`config.mk`:
```
export PLATFORM = sky130hd
export DESIGN_NAME = atm_txn_controller_flat
export DESIGN_NICKNAME = d
export VERILOG_FILES = /design/src/rtl/atm_txn_controller_pkg.sv /design/src/rtl/atm_txn_controller_if.sv /design/src/rtl/atm_txn_controller_lockout.sv /design/src/rtl/atm_txn_controller.sv /design/src/flat_wrapper.sv
export SDC_FILE = /design/constraint.sdc
export NUM_CORES = 1
export LEC_CHECK = 0
export CORE_MARGIN = 2
export CORE_UTILIZATION = 47
export DETAILED_ROUTE_END_ITERATION = 6
export PLACE_DENSITY = 0.87
export SLEW_MARGIN = 20
export SYNTH_ARGS = -nofsm -noshare
export SYNTH_HDL_FRONTEND = slang
export SYNTH_SLANG_ARGS = --single-unit
```
`constraint.sdc`:
```
create_clock -name clk -period 2.4 [get_ports clk]
set_clock_uncertainty 0.15 [all_clocks]
set_input_delay 0.48 -clock clk [delete_from_list [all_inputs] [get_ports clk]]
set_output_delay 0.48 -clock clk [all_outputs]
set_load 0.02 [all_outputs]
```
`src/rtl/atm_txn_controller_pkg.sv`:
```
// Shared types and default sizes for the ATM transaction controller.
package atm_pkg;

    localparam int ATM_W          = 10;   // amount / balance width
    localparam int ATM_ACC_AW     = 4;    // account address width
    localparam int ATM_LOCK_LIMIT = 3;    // consecutive rejects before lockout

    typedef enum logic [2:0] {
        S_IDLE   = 3'd0,
        S_READ   = 3'd1,
        S_LOAD   = 3'd2,
        S_CHECK  = 3'd3,
        S_COMMIT = 3'd4,
        S_WRITE  = 3'd5,
        S_DONE   = 3'd6
    } state_t;

    typedef enum logic [1:0] {
        OP_NONE = 2'd0,
        OP_DEP  = 2'd1,
        OP_WD   = 2'd2
    } op_t;

    // Exactly one of deposit/withdraw makes a legal request; anything else is OP_NONE.
    function automatic op_t decode_op(input logic dep, input logic wd);
        case ({dep, wd})
            2'b10:   return OP_DEP;
            2'b01:   return OP_WD;
            default: return OP_NONE;
        endcase
    endfunction

endpackage

```
`src/rtl/atm_txn_controller_if.sv`:
```
// Bundle of request, account-memory, parser and status signals around the controller.
// master = controller side, slave = front end / memory / parser side.
interface atm_txn_controller_if #(
    parameter int W      = atm_pkg::ATM_W,
    parameter int ACC_AW = atm_pkg::ATM_ACC_AW
) ();
    // front-end request
    logic              start;
    logic              op_deposit;
    logic              op_withdraw;
    logic [ACC_AW-1:0] acct_id;
    logic [W-1:0]      amount_in;
    logic              session_end;
    // account memory
    logic [ACC_AW-1:0] mem_addr;
    logic              mem_re;
    logic [W-1:0]      mem_rdata;
    logic              mem_we;
    logic [W-1:0]      mem_wdata;
    // amount parser
    logic              deposite;
    logic              withdraw;
    logic              balance_update;
    logic [W-1:0]      amount_user;
    logic [W-1:0]      amount_account;
    logic              valid_transaction;
    logic              amount_entered_sucessfully;
    logic [W-1:0]      newBalance;
    // status
    logic              busy;
    logic              done;
    logic              accepted;
    logic              rejected;
    logic [W-1:0]      balance_out;
    logic              locked;

    modport master (
        input  start, op_deposit, op_withdraw, acct_id, amount_in, session_end,
        input  mem_rdata, valid_transaction, amount_entered_sucessfully, newBalance,
        output mem_addr, mem_re, mem_we, mem_wdata,
        output deposite, withdraw, balance_update, amount_user, amount_account,
        output busy, done, accepted, rejected, balance_out, locked
    );

    modport slave (
        output start, op_deposit, op_withdraw, acct_id, amount_in, session_end,
        output mem_rdata, valid_transaction, amount_entered_sucessfully, newBalance,
        input  mem_addr, mem_re, mem_we, mem_wdata,
        input  deposite, withdraw, balance_update, amount_user, amount_account,
        input  busy, done, accepted, rejected, balance_out, locked
    );

endinterface

```
`src/rtl/atm_txn_controller_lockout.sv`:
```
// Consecutive-reject counter with saturating lockout flag.
module txn_lockout
    import atm_pkg::*;
#(
    parameter int LOCK_LIMIT = ATM_LOCK_LIMIT
) (
    input  logic clk,
    input  logic rst,
    input  logic i_inc,          // one reject completed
    input  logic i_clr,          // one accept completed
    input  logic i_session_end,  // card removed (already qualified to IDLE)
    output logic o_locked
);

    localparam logic [2:0] LIMIT = 3'(LOCK_LIMIT);

    logic [2:0] r_rej_cnt;

    // Count rejects, saturating at the limit; any accept or session end starts over.
    always_ff @(posedge clk) begin
        if (rst) begin
            r_rej_cnt <= 3'd0;
        end else if (i_clr || i_session_end) begin
            r_rej_cnt <= 3'd0;
        end else if (i_inc && (r_rej_cnt != LIMIT)) begin
            r_rej_cnt <= r_rej_cnt + 3'd1;
        end
    end

    assign o_locked = (r_rej_cnt == LIMIT);

endmodule

```
`src/rtl/atm_txn_controller.sv`:
```
// Sequences one ATM transaction: latch request, read balance, drive the amount
// parser, write the parser's new balance back and report accept/reject.
module atm_txn_controller
    import atm_pkg::*;
#(
    parameter int W          = ATM_W,
    parameter int ACC_AW     = ATM_ACC_AW,
    parameter int LOCK_LIMIT = ATM_LOCK_LIMIT
) (
    input  logic                  clk,
    input  logic                  rst,
    atm_txn_controller_if.master  bus
);

    state_t            r_state;
    op_t               r_op;
    logic [ACC_AW-1:0] r_acct;
    logic [W-1:0]      r_amount;
    logic [W-1:0]      r_bal;
    logic [W-1:0]      r_nb;

    // registered outputs
    logic              r_busy;
    logic              r_done;
    logic              r_accepted;
    logic              r_rejected;
    logic              r_mem_re;
    logic              r_mem_we;
    logic [ACC_AW-1:0] r_mem_addr;
    logic [W-1:0]      r_mem_wdata;
    logic              r_deposite;
    logic              r_withdraw;
    logic              r_balance_update;
    logic [W-1:0]      r_amount_user;
    logic [W-1:0]      r_amount_account;
    logic [W-1:0]      r_balance_out;

    logic w_locked;
    logic w_idle;
    logic w_session_clr;
    logic w_start_ok;
    logic w_legal;
    logic w_accept;
    logic w_rej_inc;
    logic w_acc_clr;
    op_t  w_req_op;

    assign w_idle        = (r_state == S_IDLE);
    assign w_req_op      = decode_op(bus.op_deposit, bus.op_withdraw);
    assign w_legal       = (w_req_op != OP_NONE);
    // session_end only matters in IDLE, and there it takes priority over start
    assign w_session_clr = w_idle && bus.session_end;
    assign w_start_ok    = w_idle && bus.start && !w_locked && !bus.session_end;
    assign w_accept      = bus.valid_transaction && bus.amount_entered_sucessfully;
    // an illegal op and a parser refusal are both rejects
    assign w_rej_inc     = (w_start_ok && !w_legal) || ((r_state == S_CHECK) && !w_accept);
    assign w_acc_clr     = (r_state == S_WRITE);

    txn_lockout #(
        .LOCK_LIMIT (LOCK_LIMIT)
    ) u_lockout (
        .clk           (clk),
        .rst           (rst),
        .i_inc         (w_rej_inc),
        .i_clr         (w_acc_clr),
        .i_session_end (w_session_clr),
        .o_locked      (w_locked)
    );

    // Transaction FSM with request latches; outputs are registered alongside the next state.
    always_ff @(posedge clk) begin
        if (rst) begin
            r_state          <= S_IDLE;
            r_op             <= OP_NONE;
            r_acct           <= '0;
            r_amount         <= '0;
            r_bal            <= '0;
            r_nb             <= '0;
            r_busy           <= 1'b0;
            r_done           <= 1'b0;
            r_accepted       <= 1'b0;
            r_rejected       <= 1'b0;
            r_mem_re         <= 1'b0;
            r_mem_we         <= 1'b0;
            r_mem_addr       <= '0;
            r_mem_wdata      <= '0;
            r_deposite       <= 1'b0;
            r_withdraw       <= 1'b0;
            r_balance_update <= 1'b0;
            r_amount_user    <= '0;
            r_amount_account <= '0;
            r_balance_out    <= '0;
        end else begin
            // strobes and parser drive are active only in the states that set them
            r_done           <= 1'b0;
            r_accepted       <= 1'b0;
            r_rejected       <= 1'b0;
            r_mem_re         <= 1'b0;
            r_mem_we         <= 1'b0;
            r_mem_wdata      <= '0;
            r_deposite       <= 1'b0;
            r_withdraw       <= 1'b0;
            r_balance_update <= 1'b0;
            r_amount_user    <= '0;
            r_amount_account <= '0;

            case (r_state)
                S_IDLE: begin
                    if (w_start_ok) begin
                        r_op       <= w_req_op;
                        r_acct     <= bus.acct_id;
                        r_amount   <= bus.amount_in;
                        r_mem_addr <= bus.acct_id;
                        r_busy     <= 1'b1;
                        if (w_legal) begin
                            r_state  <= S_READ;
                            r_mem_re <= 1'b1;
                        end else begin
                            // illegal op: no memory access, report a zero balance
                            r_state       <= S_DONE;
                            r_done        <= 1'b1;
                            r_rejected    <= 1'b1;
                            r_balance_out <= '0;
                        end
                    end
                end

                S_READ: begin
                    // read data appears on mem_rdata during LOAD
                    r_state <= S_LOAD;
                end

                S_LOAD: begin
                    r_state          <= S_CHECK;
                    r_bal            <= bus.mem_rdata;
                    r_deposite       <= (r_op == OP_DEP);
                    r_withdraw       <= (r_op == OP_WD);
                    r_amount_user    <= r_amount;
                    r_amount_account <= bus.mem_rdata;
                end

                S_CHECK: begin
                    if (w_accept) begin
                        r_state          <= S_COMMIT;
                        r_deposite       <= (r_op == OP_DEP);
                        r_withdraw       <= (r_op == OP_WD);
                        r_balance_update <= 1'b1;
                        r_amount_user    <= r_amount;
                        r_amount_account <= r_bal;
                    end else begin
                        r_state       <= S_DONE;
                        r_done        <= 1'b1;
                        r_rejected    <= 1'b1;
                        r_balance_out <= r_bal;
                    end
                end

                S_COMMIT: begin
                    // newBalance is only valid while balance_update is high, so grab it now
                    r_state     <= S_WRITE;
                    r_nb        <= bus.newBalance;
                    r_mem_we    <= 1'b1;
                    r_mem_wdata <= bus.newBalance;
                    r_mem_addr  <= r_acct;
                end

                S_WRITE: begin
                    r_state       <= S_DONE;
                    r_done        <= 1'b1;
                    r_accepted    <= 1'b1;
                    r_balance_out <= r_nb;
                end

                S_DONE: begin
                    r_state <= S_IDLE;
                    r_busy  <= 1'b0;
                end

                default: begin
                    r_state <= S_IDLE;
                    r_busy  <= 1'b0;
                end
            endcase
        end
    end

    assign bus.busy           = r_busy;
    assign bus.done           = r_done;
    assign bus.accepted       = r_accepted;
    assign bus.rejected       = r_rejected;
    assign bus.mem_re         = r_mem_re;
    // a reset landing on the WRITE cycle must keep the memory untouched
    assign bus.mem_we         = r_mem_we & ~rst;
    assign bus.mem_addr       = r_mem_addr;
    assign bus.mem_wdata      = r_mem_wdata;
    assign bus.deposite       = r_deposite;
    assign bus.withdraw       = r_withdraw;
    assign bus.balance_update = r_balance_update;
    assign bus.amount_user    = r_amount_user;
    assign bus.amount_account = r_amount_account;
    assign bus.balance_out    = r_balance_out;
    assign bus.locked         = w_locked;

endmodule

```
`src/flat_wrapper.sv`:
```
// flat-port wrapper written by rule: the top's interface ports become plain ports
module atm_txn_controller_flat import atm_pkg::*;
#(
    parameter int W          = ATM_W,
    parameter int ACC_AW     = ATM_ACC_AW,
    parameter int LOCK_LIMIT = ATM_LOCK_LIMIT
)
  (clk, rst, bus_start, bus_op_deposit, bus_op_withdraw, bus_acct_id, bus_amount_in, bus_session_end, bus_mem_rdata, bus_valid_transaction, bus_amount_entered_sucessfully, bus_newBalance, bus_mem_addr, bus_mem_re, bus_mem_we, bus_mem_wdata, bus_deposite, bus_withdraw, bus_balance_update, bus_amount_user, bus_amount_account, bus_busy, bus_done, bus_accepted, bus_rejected, bus_balance_out, bus_locked);
  atm_txn_controller_if #(.W(W), .ACC_AW(ACC_AW)) bus_i ();
  input  logic clk;
  input  logic rst;
  input wire logic [$bits(bus_i.start)-1:0] bus_start;
  input wire logic [$bits(bus_i.op_deposit)-1:0] bus_op_deposit;
  input wire logic [$bits(bus_i.op_withdraw)-1:0] bus_op_withdraw;
  input wire logic [$bits(bus_i.acct_id)-1:0] bus_acct_id;
  input wire logic [$bits(bus_i.amount_in)-1:0] bus_amount_in;
  input wire logic [$bits(bus_i.session_end)-1:0] bus_session_end;
  input wire logic [$bits(bus_i.mem_rdata)-1:0] bus_mem_rdata;
  input wire logic [$bits(bus_i.valid_transaction)-1:0] bus_valid_transaction;
  input wire logic [$bits(bus_i.amount_entered_sucessfully)-1:0] bus_amount_entered_sucessfully;
  input wire logic [$bits(bus_i.newBalance)-1:0] bus_newBalance;
  output wire logic [$bits(bus_i.mem_addr)-1:0] bus_mem_addr;
  output wire logic [$bits(bus_i.mem_re)-1:0] bus_mem_re;
  output wire logic [$bits(bus_i.mem_we)-1:0] bus_mem_we;
  output wire logic [$bits(bus_i.mem_wdata)-1:0] bus_mem_wdata;
  output wire logic [$bits(bus_i.deposite)-1:0] bus_deposite;
  output wire logic [$bits(bus_i.withdraw)-1:0] bus_withdraw;
  output wire logic [$bits(bus_i.balance_update)-1:0] bus_balance_update;
  output wire logic [$bits(bus_i.amount_user)-1:0] bus_amount_user;
  output wire logic [$bits(bus_i.amount_account)-1:0] bus_amount_account;
  output wire logic [$bits(bus_i.busy)-1:0] bus_busy;
  output wire logic [$bits(bus_i.done)-1:0] bus_done;
  output wire logic [$bits(bus_i.accepted)-1:0] bus_accepted;
  output wire logic [$bits(bus_i.rejected)-1:0] bus_rejected;
  output wire logic [$bits(bus_i.balance_out)-1:0] bus_balance_out;
  output wire logic [$bits(bus_i.locked)-1:0] bus_locked;
  assign bus_i.start = bus_start;
  assign bus_i.op_deposit = bus_op_deposit;
  assign bus_i.op_withdraw = bus_op_withdraw;
  assign bus_i.acct_id = bus_acct_id;
  assign bus_i.amount_in = bus_amount_in;
  assign bus_i.session_end = bus_session_end;
  assign bus_i.mem_rdata = bus_mem_rdata;
  assign bus_i.valid_transaction = bus_valid_transaction;
  assign bus_i.amount_entered_sucessfully = bus_amount_entered_sucessfully;
  assign bus_i.newBalance = bus_newBalance;
  assign bus_mem_addr = bus_i.mem_addr;
  assign bus_mem_re = bus_i.mem_re;
  assign bus_mem_we = bus_i.mem_we;
  assign bus_mem_wdata = bus_i.mem_wdata;
  assign bus_deposite = bus_i.deposite;
  assign bus_withdraw = bus_i.withdraw;
  assign bus_balance_update = bus_i.balance_update;
  assign bus_amount_user = bus_i.amount_user;
  assign bus_amount_account = bus_i.amount_account;
  assign bus_busy = bus_i.busy;
  assign bus_done = bus_i.done;
  assign bus_accepted = bus_i.accepted;
  assign bus_rejected = bus_i.rejected;
  assign bus_balance_out = bus_i.balance_out;
  assign bus_locked = bus_i.locked;
  atm_txn_controller #(.W(W), .ACC_AW(ACC_AW), .LOCK_LIMIT(LOCK_LIMIT)) u_core (.clk(clk), .rst(rst), .bus(bus_i));
endmodule
```
==> flow_summary.json <==
{
  "run_status": "finished, final reports clean",
  "finalCriticalPeriod_ns": 2.30,
  "crit_type": "reg2reg",
  "rsz0062_at_grt": "false",
  "area_growth_pct": 38.5,
  "synthFlopType": "dfxtp_1",
  "setup_viol": 0,
  "numCtsBuffers": 9,
  "finalNetCount": 510,
  "grt_pass1_vias": 2752,
  "synth.distinct_cells": 38,
  "drc_errors": 0,
  "clock_latency_ns": 0.35,
  "die_x_um": 88.5,
  "antennaDiodeCount": 0,
  "hold_class": "reg2reg",
  "grt_max_degree": 50,
  "cts_setup_buffers": 0,
  "timing.fmax_ghz": 0.435,
  "die_y_um": 88.5,
  "cp_max_fo": 22,
  "synth_edf_count": 0,
  "start_util": 0.491,
  "final_cell_mix": "dfxtp_1 (95), nand2_1 (93), clkdlybuf4s50_1 (93)",
  "vias": 2954,
  "antenna_found_initial": 0,
  "place_congestion": 0.818,
  "cts-resized-gates": 1,
  "placedCellCount": 549,
  "fin_crit_sh": 0.958,
  "instances_no_fill": 565,
  "power_leakage_nw": 1.73,
  "cts_hold_buf": 0,
  "ys_seq_elements": 95,
  "cts_root_buf": "clkbuf_8",
  "dp_hpwl_mm": 5.60,
  "portBuffers": 95,
  "drtIter0Drc": 158,
  "start_kind": "flip-flop",
  "via_per_inst": 5.23,
  "maxCapViolations": 0,
  "finalWorstSetupSlack_ns": 0.101,
  "grt_usage": 0.211,
  "grt_overflow": 0,
  "power.density_mw_per_mm2": 713,
  "htree_levels": 3,
  "core_mm2": 0.00683,
  "arrival_ns": 2.37,
  "clock-sinks": 95,
  "clk_pin_slew_ns": 0.09,
  "synth_area_mm2": 0.00335,
  "whs_ns": 0.306,
  "drive_gt1_frac": 0.0874,
  "hold_violations": 0,
  "wl_mm": 8.05,
  "syn_inst": 364,
  "yosys_warnings": 0,
  "io_pins": 96,
  "drtAntennaViolNets": 0,
  "syn_nets": 410,
  "slew_violations": 0,
  "power_mw": 3.31,
  "cts_buffer_depth": 2,
  "ys_seq_area_frac": 0.567,
  "required_ns": 2.47,
  "cts_tree": "yes",
  "relSlewSlack": 0.618,
  "yosys.area.top_type": "dfxtp_1",
  "yosys-top-cells-area": "dfxtp_1 (57%), nand2_1 (10%), a21oi_1 (7.9%)",
  "syn_avg_cell_area_um2": 9.21,
  "rows": 30,
  "synth.top_cell.area_share": 0.567,
  "final_common_cell": "dfxtp_1",
  "peakVddDrop_v": 0.000674,
  "post-place-ws_ns": -0.361,
  "dieArea_mm2": 0.00783,
  "endpoint_kind": "flip-flop",
  "async_flop_share": 0,
  "grt_first_pass_wirelength_mm": 12.6,
  "first_pass_iters": 4,
  "wl_per_cell_um": 14.2,
  "worst_pin_slew_ns": 0.571
}
==> logic make-up after synthesis <==
| family | count (synthesis) | share of synthesized area |
|---|---|---|
| AO/OA/AOI/OAI | 87 | 0.159 |
| adder cells (fa/ha/maj) | 4 | 0.0149 |
| buffers and inverters | 28 | 0.0399 |
| flip-flops | 95 | 0.567 |
| AND/OR/NAND/NOR | 150 | 0.219 |
==> registers in the layout, summed over array words and instances (netlist names), 2 cells and up <==
register and flops:
u_core.bus.amount_account 10, u_core.bus.amount_user 10, u_core.bus.balance_out 10, u_core.bus.mem_addr 4
u_core.bus.mem_wdata 10, u_core.r_acct 4, u_core.r_amount 10, u_core.r_bal 10
u_core.r_nb 10, u_core.r_op 2, u_core.r_state 3, u_core.u_lockout.r_rej_cnt 3
==> report_power, final <==
group / total, mW / leakage (nW) / switching [mW] / internal (mW)
clock network: 1.16 / 0.107 / 0.564 / 0.595
registers: 1.71 / 0.769 / 0.0673 / 1.65
logic: 0.438 / 0.859 / 0.239 / 0.199
total: 3.31 / 1.73 / 0.871 / 2.44
==> area by class of cell <==
cell class,count,area (um2)
Clock buffer,10,128
Clock inverter,6,93.8
Fill cell,554,2190
Inverter,7,26.3
Multi-Input combinational cell,241,1320
Sequential cell,95,1900
Tap cell,96,120
Timing Repair Buffer,110,1060
==> metrics by stage <==
| stage | setup TNS, ns | utilization | cell area, um2 |
|---|---|---|---|
| 2_1_floorplan | 0 | - | 3350 |
| 3_3_place_gp | -2.57 | 0.648 | 4420 |
| 3_5_place_dp | -4.26 | 0.648 | 4420 |
| 4_1_cts | 0 | 0.680 | 4640 |
| 5_1_grt | 0 | 0.680 | 4650 |
| 6_report | 0 | 0.680 | 4650 |
==> layer usage <==
| layer | GRT usage | vias up | wire, um |
|---|---|---|---|
| li1 | - | 1443 | - |
| met1 | 0.272 | 1416 | 3520 |
| met2 | 0.348 | 84 | 4000 |
| met3 | 0.0373 | 11 | 406 |
| met4 | 0.0923 | 0 | 120 |
| met5 | 0 | - | 0 |
==> critical path, stage by stage, from the launching register on <==
cell	delay (ns)
dfxtp_1	0.34
ha_1	0.21
ha_1	0.24
or3b_4	0.41
or4_4	0.58
nand3_1	0.14
a31oi_1	0.09
==> worst paths after layout <==
kind,startpoint,end,slack [ns],depth (start not counted)
worst max-delay path,u_core.u_lockout.r_rej_cnt[0]$_SDFFE_PP0P_,u_core.bus.mem_addr[2]$_SDFFE_PP0P_,0.10,6
worst min-delay path,u_core.r_amount[4]$_SDFFE_PP0P_,u_core.r_amount[4]$_SDFFE_PP0P_,0.31,2
worst max register to register,u_core.u_lockout.r_rej_cnt[0]$_SDFFE_PP0P_,u_core.bus.mem_addr[2]$_SDFFE_PP0P_,0.10,6
worst min register to register,u_core.r_amount[4]$_SDFFE_PP0P_,u_core.r_amount[4]$_SDFFE_PP0P_,0.31,2
==> synth_stat cells, types with 2 or more instances <==
cell / n
clkbuf_1: 11
o21ai_0: 4
buf_4: 4
dfxtp_1: 95
nor4_1: 2
nand3_1: 4
ha_1: 4
nand2b_1: 2
and3b_1: 2
a21oi_1: 53
nor3b_1: 3
nor3_1: 3
and3_1: 10
buf_2: 5
inv_1: 6
a22o_1: 21
nand2_1: 93
nor2b_1: 2
nor3_2: 2
nor2_1: 7
and2_1: 11
a31oi_1: 4
Power figures use the tool's default switching activity.
